**src/rtl/reg_wb_arbiter_pkg.sv**
```systemverilog
// Shared defaults and FSM encoding for the register write-back arbiter.
package reg_wb_arbiter_pkg;

    localparam int W_DEF            = 8;
    localparam int D_DEF            = 4;
    localparam int STARVE_LIMIT_DEF = 3;

    typedef enum logic {
        IDLE  = 1'b0,
        CARRY = 1'b1
    } state_e;

endpackage

```
**src/rtl/wb_starve_ctr.sv**
```systemverilog
// Saturating count of consecutive ALU wins taken while the load port was waiting.
module wb_starve_ctr #(
    parameter int LIMIT = 3
) (
    input  logic clk,
    input  logic rst_n,
    input  logic inc,
    input  logic clr,
    output logic at_limit
);

    localparam int CW = (LIMIT < 1) ? 1 : $clog2(LIMIT + 1);
    localparam logic [CW-1:0] LIM_C = CW'(LIMIT);

    logic [CW-1:0] count_q;
    logic [CW-1:0] count_d;

    // Next count: clear wins, otherwise count up until the limit is reached.
    always_comb begin
        count_d = count_q;
        if (clr) begin
            count_d = {CW{1'b0}};
        end else if (inc && (count_q != LIM_C)) begin
            count_d = count_q + CW'(1);
        end else begin
            count_d = count_q;
        end
    end

    // Count register.
    always_ff @(posedge clk or negedge rst_n) begin
        if (!rst_n) begin
            count_q <= {CW{1'b0}};
        end else begin
            count_q <= count_d;
        end
    end

    assign at_limit = (count_q == LIM_C);

endmodule

```
**src/rtl/reg_wb_arbiter.sv**
```systemverilog
// Arbitrates ALU and load write-backs onto one register-file write port,
// with a follow-up carry write and in-flight hazard flags for two read ports.
module reg_wb_arbiter
    import reg_wb_arbiter_pkg::*;
#(
    parameter int W            = W_DEF,
    parameter int D            = D_DEF,
    parameter int STARVE_LIMIT = STARVE_LIMIT_DEF
) (
    input  logic         Clk,
    input  logic         Reset,
    input  logic         AluValid,
    output logic         AluReady,
    input  logic [D-1:0] AluAddr,
    input  logic [W-1:0] AluData,
    input  logic         AluCarryEn,
    input  logic [D-1:0] AluCarryAddr,
    input  logic         AluCarry,
    input  logic         MemValid,
    output logic         MemReady,
    input  logic [D-1:0] MemAddr,
    input  logic [W-1:0] MemData,
    input  logic [D-1:0] RaddrA,
    input  logic [D-1:0] RaddrAccum,
    output logic         WriteEn,
    output logic [D-1:0] Waddr,
    output logic [W-1:0] WriteData,
    output logic         PendA,
    output logic         PendAccum
);

    state_e         state_q, state_d;
    logic [D-1:0]   carry_addr_q, carry_addr_d;
    logic           carry_bit_q, carry_bit_d;
    logic           write_en_q, write_en_d;
    logic [D-1:0]   waddr_q, waddr_d;
    logic [W-1:0]   wdata_q, wdata_d;
    logic           alu_sel_s, mem_sel_s;
    logic           alu_grant_s, mem_grant_s;
    logic           at_limit_s;

    wb_starve_ctr #(
        .LIMIT (STARVE_LIMIT)
    ) u_starve (
        .clk      (Clk),
        .rst_n    (Reset),
        .inc      (alu_grant_s & MemValid),
        .clr      (mem_grant_s | ~MemValid),
        .at_limit (at_limit_s)
    );

    // Requester selection; nobody is offered the port while a carry write is owed.
    always_comb begin
        alu_sel_s = 1'b0;
        mem_sel_s = 1'b0;
        if (state_q == IDLE) begin
            if (AluValid && MemValid) begin
                if (at_limit_s) begin
                    mem_sel_s = 1'b1;
                end else begin
                    alu_sel_s = 1'b1;
                end
            end else if (AluValid) begin
                alu_sel_s = 1'b1;
            end else if (MemValid) begin
                mem_sel_s = 1'b1;
            end else begin
                alu_sel_s = 1'b0;
                mem_sel_s = 1'b0;
            end
        end else begin
            alu_sel_s = 1'b0;
            mem_sel_s = 1'b0;
        end
    end

    assign AluReady    = alu_sel_s & Reset;
    assign MemReady    = mem_sel_s & Reset;
    assign alu_grant_s = AluValid & AluReady;
    assign mem_grant_s = MemValid & MemReady;

    // Next state and next write-port contents; address/data hold when idle.
    always_comb begin
        state_d      = state_q;
        carry_addr_d = carry_addr_q;
        carry_bit_d  = carry_bit_q;
        write_en_d   = 1'b0;
        waddr_d      = waddr_q;
        wdata_d      = wdata_q;
        case (state_q)
            CARRY: begin
                write_en_d = 1'b1;
                waddr_d    = carry_addr_q;
                wdata_d    = {{(W-1){1'b0}}, carry_bit_q};
                state_d    = IDLE;
            end
            IDLE: begin
                if (alu_grant_s) begin
                    write_en_d = 1'b1;
                    waddr_d    = AluAddr;
                    wdata_d    = AluData;
                    if (AluCarryEn) begin
                        state_d      = CARRY;
                        carry_addr_d = AluCarryAddr;
                        carry_bit_d  = AluCarry;
                    end else begin
                        state_d = IDLE;
                    end
                end else if (mem_grant_s) begin
                    write_en_d = 1'b1;
                    waddr_d    = MemAddr;
                    wdata_d    = MemData;
                end else begin
                    write_en_d = 1'b0;
                end
            end
            default: begin
                state_d = IDLE;
            end
        endcase
    end

    // State, carry latch and registered write port.
    always_ff @(posedge Clk or negedge Reset) begin
        if (!Reset) begin
            state_q      <= IDLE;
            carry_addr_q <= {D{1'b0}};
            carry_bit_q  <= 1'b0;
            write_en_q   <= 1'b0;
            waddr_q      <= {D{1'b0}};
            wdata_q      <= {W{1'b0}};
        end else begin
            state_q      <= state_d;
            carry_addr_q <= carry_addr_d;
            carry_bit_q  <= carry_bit_d;
            write_en_q   <= write_en_d;
            waddr_q      <= waddr_d;
            wdata_q      <= wdata_d;
        end
    end

    assign WriteEn   = write_en_q;
    assign Waddr     = waddr_q;
    assign WriteData = wdata_q;

    // A read is hazardous if the current write or the owed carry write targets it.
    assign PendA     = Reset & ((write_en_q && (waddr_q == RaddrA)) ||
                                ((state_q == CARRY) && (carry_addr_q == RaddrA)));
    assign PendAccum = Reset & ((write_en_q && (waddr_q == RaddrAccum)) ||
                                ((state_q == CARRY) && (carry_addr_q == RaddrAccum)));

endmodule

```
**config.mk**
```make
export PLATFORM = sky130hd
export DESIGN_NAME = reg_wb_arbiter
export DESIGN_NICKNAME = d
export VERILOG_FILES = /design/src/rtl/reg_wb_arbiter_pkg.sv /design/src/rtl/wb_starve_ctr.sv /design/src/rtl/reg_wb_arbiter.sv
export SDC_FILE = /design/constraint.sdc
export NUM_CORES = 1
export LEC_CHECK = 0
export CAP_MARGIN = 5
export CORE_MARGIN = 2
export CORE_UTILIZATION = 55
export CTS_CLUSTER_SIZE = 8
export DETAILED_ROUTE_END_ITERATION = 10
export DONT_BUFFER_PORTS = 1
export PLACE_DENSITY_LB_ADDON = 0.15
export REMOVE_ABC_BUFFERS = 1
export SLEW_MARGIN = 15
export SYNTH_ARGS = -nofsm -noshare
export SYNTH_HDL_FRONTEND = slang
export SYNTH_SLANG_ARGS = --single-unit
```
**constraint.sdc**
```tcl
create_clock -name Clk -period 1.75 [get_ports Clk]
set_input_delay 0.35 -clock Clk [delete_from_list [all_inputs] [get_ports Clk]]
set_output_delay 0.35 -clock Clk [all_outputs]
set_load 0.01 [all_outputs]
```
== Yosys cells after proc, flatten, opt, wreduce, memory -nomap -nowiden ==
Cells that the tools add are included.
Storage, ports and cells
  bits of input ports: 42
  bits in registers: 21
  output and inout bits: 17
  word-level logic and storage cells: 58
Cells by class
  bitwise logic cells: 10
  mux-type cells: 23
  equality and inequality tests: 7
  reductions and logical operators: 10
  add/subtract/negate cells: 1
Operators with widths (number)
  $eq A4 B4 Y1: 4
  $mux W8: 2
  $pmux W8 S2: 1
  $mux W1: 13
  $mux W4: 2
  $pmux W4 S2: 1
  $and A1 B1 Y1: 7
  $logic_and A1 B1 Y1: 6
  $mux W2: 2
  $pmux W1 S2: 2
  $ne A3 B3 Y1 const B: 1
  $reduce_and A3 Y1: 1
  $add A2 B1 Y2 const B: 1
  $eq A2 B2 Y1 const B: 1
  $logic_or A1 B1 Y1: 2
  $ne A2 B2 Y1 const B: 1
  $not A1 Y1: 2
  $reduce_bool A2 Y1: 1
  $or A1 B1 Y1: 1

== Logic depth before layout (Yosys ltp) ==
  depth in word-level cells: 10
  mapped depth: 6
  gate-level depth less buffers: 5

== By module ==
From an unflattened synthesis, not the netlist that was laid out.
Unflattened totals
  cell total of the unflattened synthesis: 122
  area total of the unflattened synthesis: 1218.7 sq um
By module, submodules not included
  reg_wb_arbiter: cells an instance 112, area each 1094.8 sq um, sequential area each 475.5 sq um, times used 1
  wb_starve_ctr: cells an instance 10, area each 123.9 sq um, sequential area each 50.0 sq um, times used 1

== Worst setup path before layout ==
Ideal clock, no wire load.
  kind: register to output
  from: register u_starve.count_q[0]
  to: output port AluReady
  data arrival time: 1.189 ns
  slack: 0.211 ns
  required time: 1.400 ns
  cell stages (with the launch flop): 5
  buffers on the path: 1
  cell sequence: dfrtp_1 -> ha_1 -> a21boi_4 -> buf_12 -> and2_1
On the way
  longest elaborated chain between the ends: 5
Ends and longest elaborated chain
  start: declaration: line wb_starve_ctr.sv:15  | logic [CW-1:0] count_q;
  start signal: assignment: line wb_starve_ctr.sv:33  | count_q <= {CW{1'b0}};
  start signal: assignment: line wb_starve_ctr.sv:35  | count_q <= count_d;
  $eq A2 B2 Y1: line wb_starve_ctr.sv:39  | assign at_limit = (count_q == LIM_C);
  $mux W1: line reg_wb_arbiter.sv:58  | if (at_limit_s) begin
  $mux W1: line reg_wb_arbiter.sv:57  | if (AluValid && MemValid) begin
  $mux W1: line reg_wb_arbiter.sv:56  | if (state_q == IDLE) begin
  $and A1 B1 Y1: line reg_wb_arbiter.sv:77  | assign AluReady = alu_sel_s & Reset;
  end: declaration: line reg_wb_arbiter.sv:13  | output logic AluReady,
No other way between the ends.

== Worst setup path in the final report ==
  from: register carry_addr_q[3]
  to: output port PendA
On the way
  longest elaborated chain between the ends: 4
Ends and longest elaborated chain
  start: declaration: line reg_wb_arbiter.sv:33  | logic [D-1:0] carry_addr_q, carry_addr_d;
  start signal: assignment: line reg_wb_arbiter.sv:127  | carry_addr_q <= {D{1'b0}};
  start signal: assignment: line reg_wb_arbiter.sv:134  | carry_addr_q <= carry_addr_d;
  $eq A4 B4 Y1: line reg_wb_arbiter.sv:148  | ((state_q == CARRY) && (carry_addr_q == RaddrA)));
  $logic_and A1 B1 Y1: line reg_wb_arbiter.sv:148
  $logic_or A1 B1 Y1: line reg_wb_arbiter.sv:147  | assign PendA = Reset & ((write_en_q && (waddr_q == RaddrA)) ||
  $and A1 B1 Y1: line reg_wb_arbiter.sv:147
  end: declaration: line reg_wb_arbiter.sv:28  | output logic PendA,
No other way between the ends.

==> results summary <==
The sequential cells in the finished layout cover a total of 529.3 µm². The total of flip-flops plus latches after synthesis came out at 21. Derived from the worst setup path, the maximum achievable clock frequency is 564.0 MHz. Measured against its own limit, the worst slew margin works out to 0.3953. The global routing met1 resource utilization is 0.2413. The count of final setup violators is 1.

The cell leakage power came out at 0.5876 nW. Setup repair after global routing could not meet its margin everywhere. The number of instances in the synthesized netlist came out at 121. The worst setup path is of the reg -> out kind. The critical path goes through xor2_1, nor3_1, nand4_1, o31ai_2.

The average detailed-routed wire length per instance came out at 17.24 µm. The area occupied by multi-input gates is 684.4 µm². The post-layout instance count excluding filler cells came out at 157.

The width of the die came out at 51.19 µm. The number of clock buffers added by TritonCTS is 3. The endpoint type of the worst setup path is an output port. The family with the most delay on the worst path is flip-flops.

The minimum clock period came out at 1.773 ns. Data on the critical path is required at its endpoint by 1.40 ns. The number of design-rule violations left by the first detailed-router iteration came out at 12.

The quantity of I/O buffers inserted on ports came out at 0. The post-synthesis sequential area ratio is 0.4290. The number of synthesis warnings is 0. The number of global-route vias before repair is 1045. The area of the core came out at 0.002148 mm². The longest individual stage delay on the worst path came out at 0.44 ns. The total clock sinks came out at 21. The mean area per synthesized cell is 10.12 µm². The DRC violation count after routing is 0.

IR analysis of the VDD net gives a maximum drop of 0.6033 mV. The number of synthesized flops with an enable pin came out at 0. The pin count of the biggest net entering global routing is 22. Of the available clock period, the critical path in the final layout requires 1.013. The total instance count after detailed placement is 147. For this run, the post-layout net count is 173.

The floorplan has 17 rows. The summed negative setup slack over all endpoints came out at -0.02318 ns. The count of endpoints failing hold in the final timing report is 0. The arrival time at the worst endpoint is 1.42 ns. The actual transition at the worst max-transition pin came out at 0.9041 ns. The insertion delay to the later sink of the worst-skew pair came out at 0.30 ns. The mean number of vias per cell is 5.904. The path class of the tightest hold or removal check is in -> reg. The global-route wire length before repair is 4284 µm.

In this run the clock root is driven by a clkbuf_4. The global-route usage over all layers is 0.2219. The checks that failed: setup timing.

Setup slack on the critical path of the routed design comes to -0.02318 ns. STA classifies the critical path startpoint as a flop. The number of fill cells in the layout came out at 180. The peak fanout along the critical path came out at 3. Pin placement for this block handled 59 I/O pins. The run finished, with violations left. The placer congestion estimate came out at 0.7271. The met2 demand-to-capacity share in global routing is 0.4069. The die extent in y came out at 51.19 µm.

The number of antenna violations at the first check in global routing came out at 0. In this run the number of H-tree levels came out at 1. The tool flagged a number of max-cap violations equal to 0. The fraction of layout instances using a drive strength above 1 came out at 0.1860. In this run the deepest clock path goes through 2 buffers. The number of nets still failing antenna checks after routing came out at 0.

The sum of internal, switching and leakage power is 1.153 mW. Counting both buffers and inverters, the worst setup path holds a total of 0. The async set-or-reset flop fraction in the synthesized netlist came out at 1.000. The largest individual stage delay along the critical path comes from the cell dfrtp_1. For this run the aggregate overflow at the end of global routing stands at 0. The number of vias after detailed routing is 927.

The initial utilization of the core area, before any placement, comes to 0.5702. The final routed wirelength across all metal layers is 2707 µm. The number of detailed-route iterations in the first pass is 4. The power per unit of standard cell area came out at 843.3 mW/mm². The post-synthesis to final-layout area growth is 11.64%. The number of antenna cells inserted came out at 0.

TritonCTS built the clock tree. The synthesized netlist occupies a cell area of 0.001225 mm². The clock skew is 0.006759 ns. The met3 layer usage reported by global route came out at 0.05556. The die area is 0.002620 mm².

The count of pins over their slew limit is 0. The register clock-pin slew on the reported worst setup and hold paths came out at 0.12 ns. met2 is the most crowded layer. Among all flip-flop cells after synthesis, the most frequent one is dfrtp_1.

The number of different library cells used by synthesis comes to 28. The total half-perimeter wirelength after legalization and detailed placement is 1918 µm.
==> Yosys cell counts, drive strengths merged (2+ instances only) <==
cell,count,area share
nand3b,7,0.043
o21ai,13,0.053
dfrtp,21,0.43
nand3,2,0.0082
inv,5,0.015
mux2i,12,0.098
nor3,8,0.033
nor2b,3,0.015
and3,2,0.011
nand4,2,0.010
clkbuf,2,0.0061
nor2,3,0.0092
nand2,6,0.018
a221oi,5,0.036
xnor2,8,0.057
o31ai,2,0.012
buf,3,0.025
xor2,8,0.057
nand2b,2,0.010
==> placed cells by master (no fill, tap or decap), types with 2 or more instances in the layout <==
cell type | Yosys | routed
nor2b_1 | 3 | 3
xnor2_1 | 8 | 7
buf_4 | 0 | 8
a221oi_1 | 5 | 5
nand3_1 | 2 | 2
nand2_1 | 6 | 6
inv_1 | 5 | 5
clkbuf_4 | 0 | 3
dfrtp_1 | 21 | 18
o21ai_0 | 13 | 13
nand3b_1 | 7 | 7
dfrtp_2 | 0 | 3
xor2_1 | 8 | 8
nor2_1 | 3 | 3
nand2b_1 | 2 | 2
nor3_1 | 8 | 7
nand4_1 | 2 | 2
mux2i_1 | 12 | 12
==> cell families (layout without fill, tap and decap cells) <==
kind of cell	after synthesis	count (layout)	synth area share
buffers and inverters	10	18	0.04597
AO/OA/AOI/OAI	23	23	0.1267
AND/OR/NAND/NOR	38	38	0.1757
multiplexers	12	12	0.09806
flip-flops	21	21	0.4290
adder cells (fa/ha/maj)	1	1	0.01021
XOR/XNOR	16	16	0.1144
==> where the power goes <==
group          total [mW]  internal (mW)  switching [mW]  leakage, nW
sequential          0.646          0.556          0.0908        0.255
combinational       0.269          0.136           0.133        0.319
clock               0.238         0.0870           0.151       0.0139
==> repair_timing <==
action / 4_1_cts / 5_1_grt
buffers inserted: 2 / 3
resized for setup: 6 / 5
pin swaps: 1 / 6
hold buffers: 1 / 0
hold endpoints to repair: 21 / 0
setup endpoints to repair: 4 / 3
==> worst paths after layout <==
kind	from	endpoint	slack, ns	cells past startpoint
worst max-delay path	carry_addr_q[3]	PendA	-0.02	4
worst min-delay path	AluCarryAddr[2]	carry_addr_q[2]	0.15	2
worst max register to register	u_starve.count_q[0]	Waddr[1]	0.27	5
worst min register to register	carry_bit_q	WriteData[0]	0.55	2
max in group asynchronous	Reset	Waddr[1]	0.54	1
min in group asynchronous	Reset	carry_addr_q[3]	0.60	1
==> sequential cells by signal (all words and copies together), names as in the netlist <==
| signal | flops |
|---|---|
| WriteData | 8 |
| Waddr | 4 |
| carry_addr_q | 4 |
| u_starve.count_q | 2 |
| WriteEn | 1 |
| carry_bit_q | 1 |
| state_q | 1 |
==> metal layers <==
layer	up-vias	wire length [µm]
li1	445	-
met1	438	1063
met2	39	1362
met3	5	241
met4	0	40
met5	-	0
==> cell type report <==
cell class	count	share of cell area
multi-input combinational	90	0.5005
sequential	21	0.3870
timing repair buffer	9	0.05124
tap	28	0.02562
clock buffer	3	0.01647
inverter	5	0.01372
clock inverter	1	0.005489
==> stage by stage <==
stage	hold slack [ns]	cell area, µm²	worst slack, ns	util
2_1_floorplan	0.05441	1187	0.1440	-
3_3_place_gp	0.05494	1245	0.2115	0.5795
3_5_place_dp	0.05498	1245	0.1287	0.5795
4_1_cts	0.1391	1321	0.005489	0.6150
5_1_grt	0.1449	1368	-0.03030	0.6366
6_report	0.1521	1368	-0.02318	0.6366
Note: power is estimated with default switching activity, not from simulation.
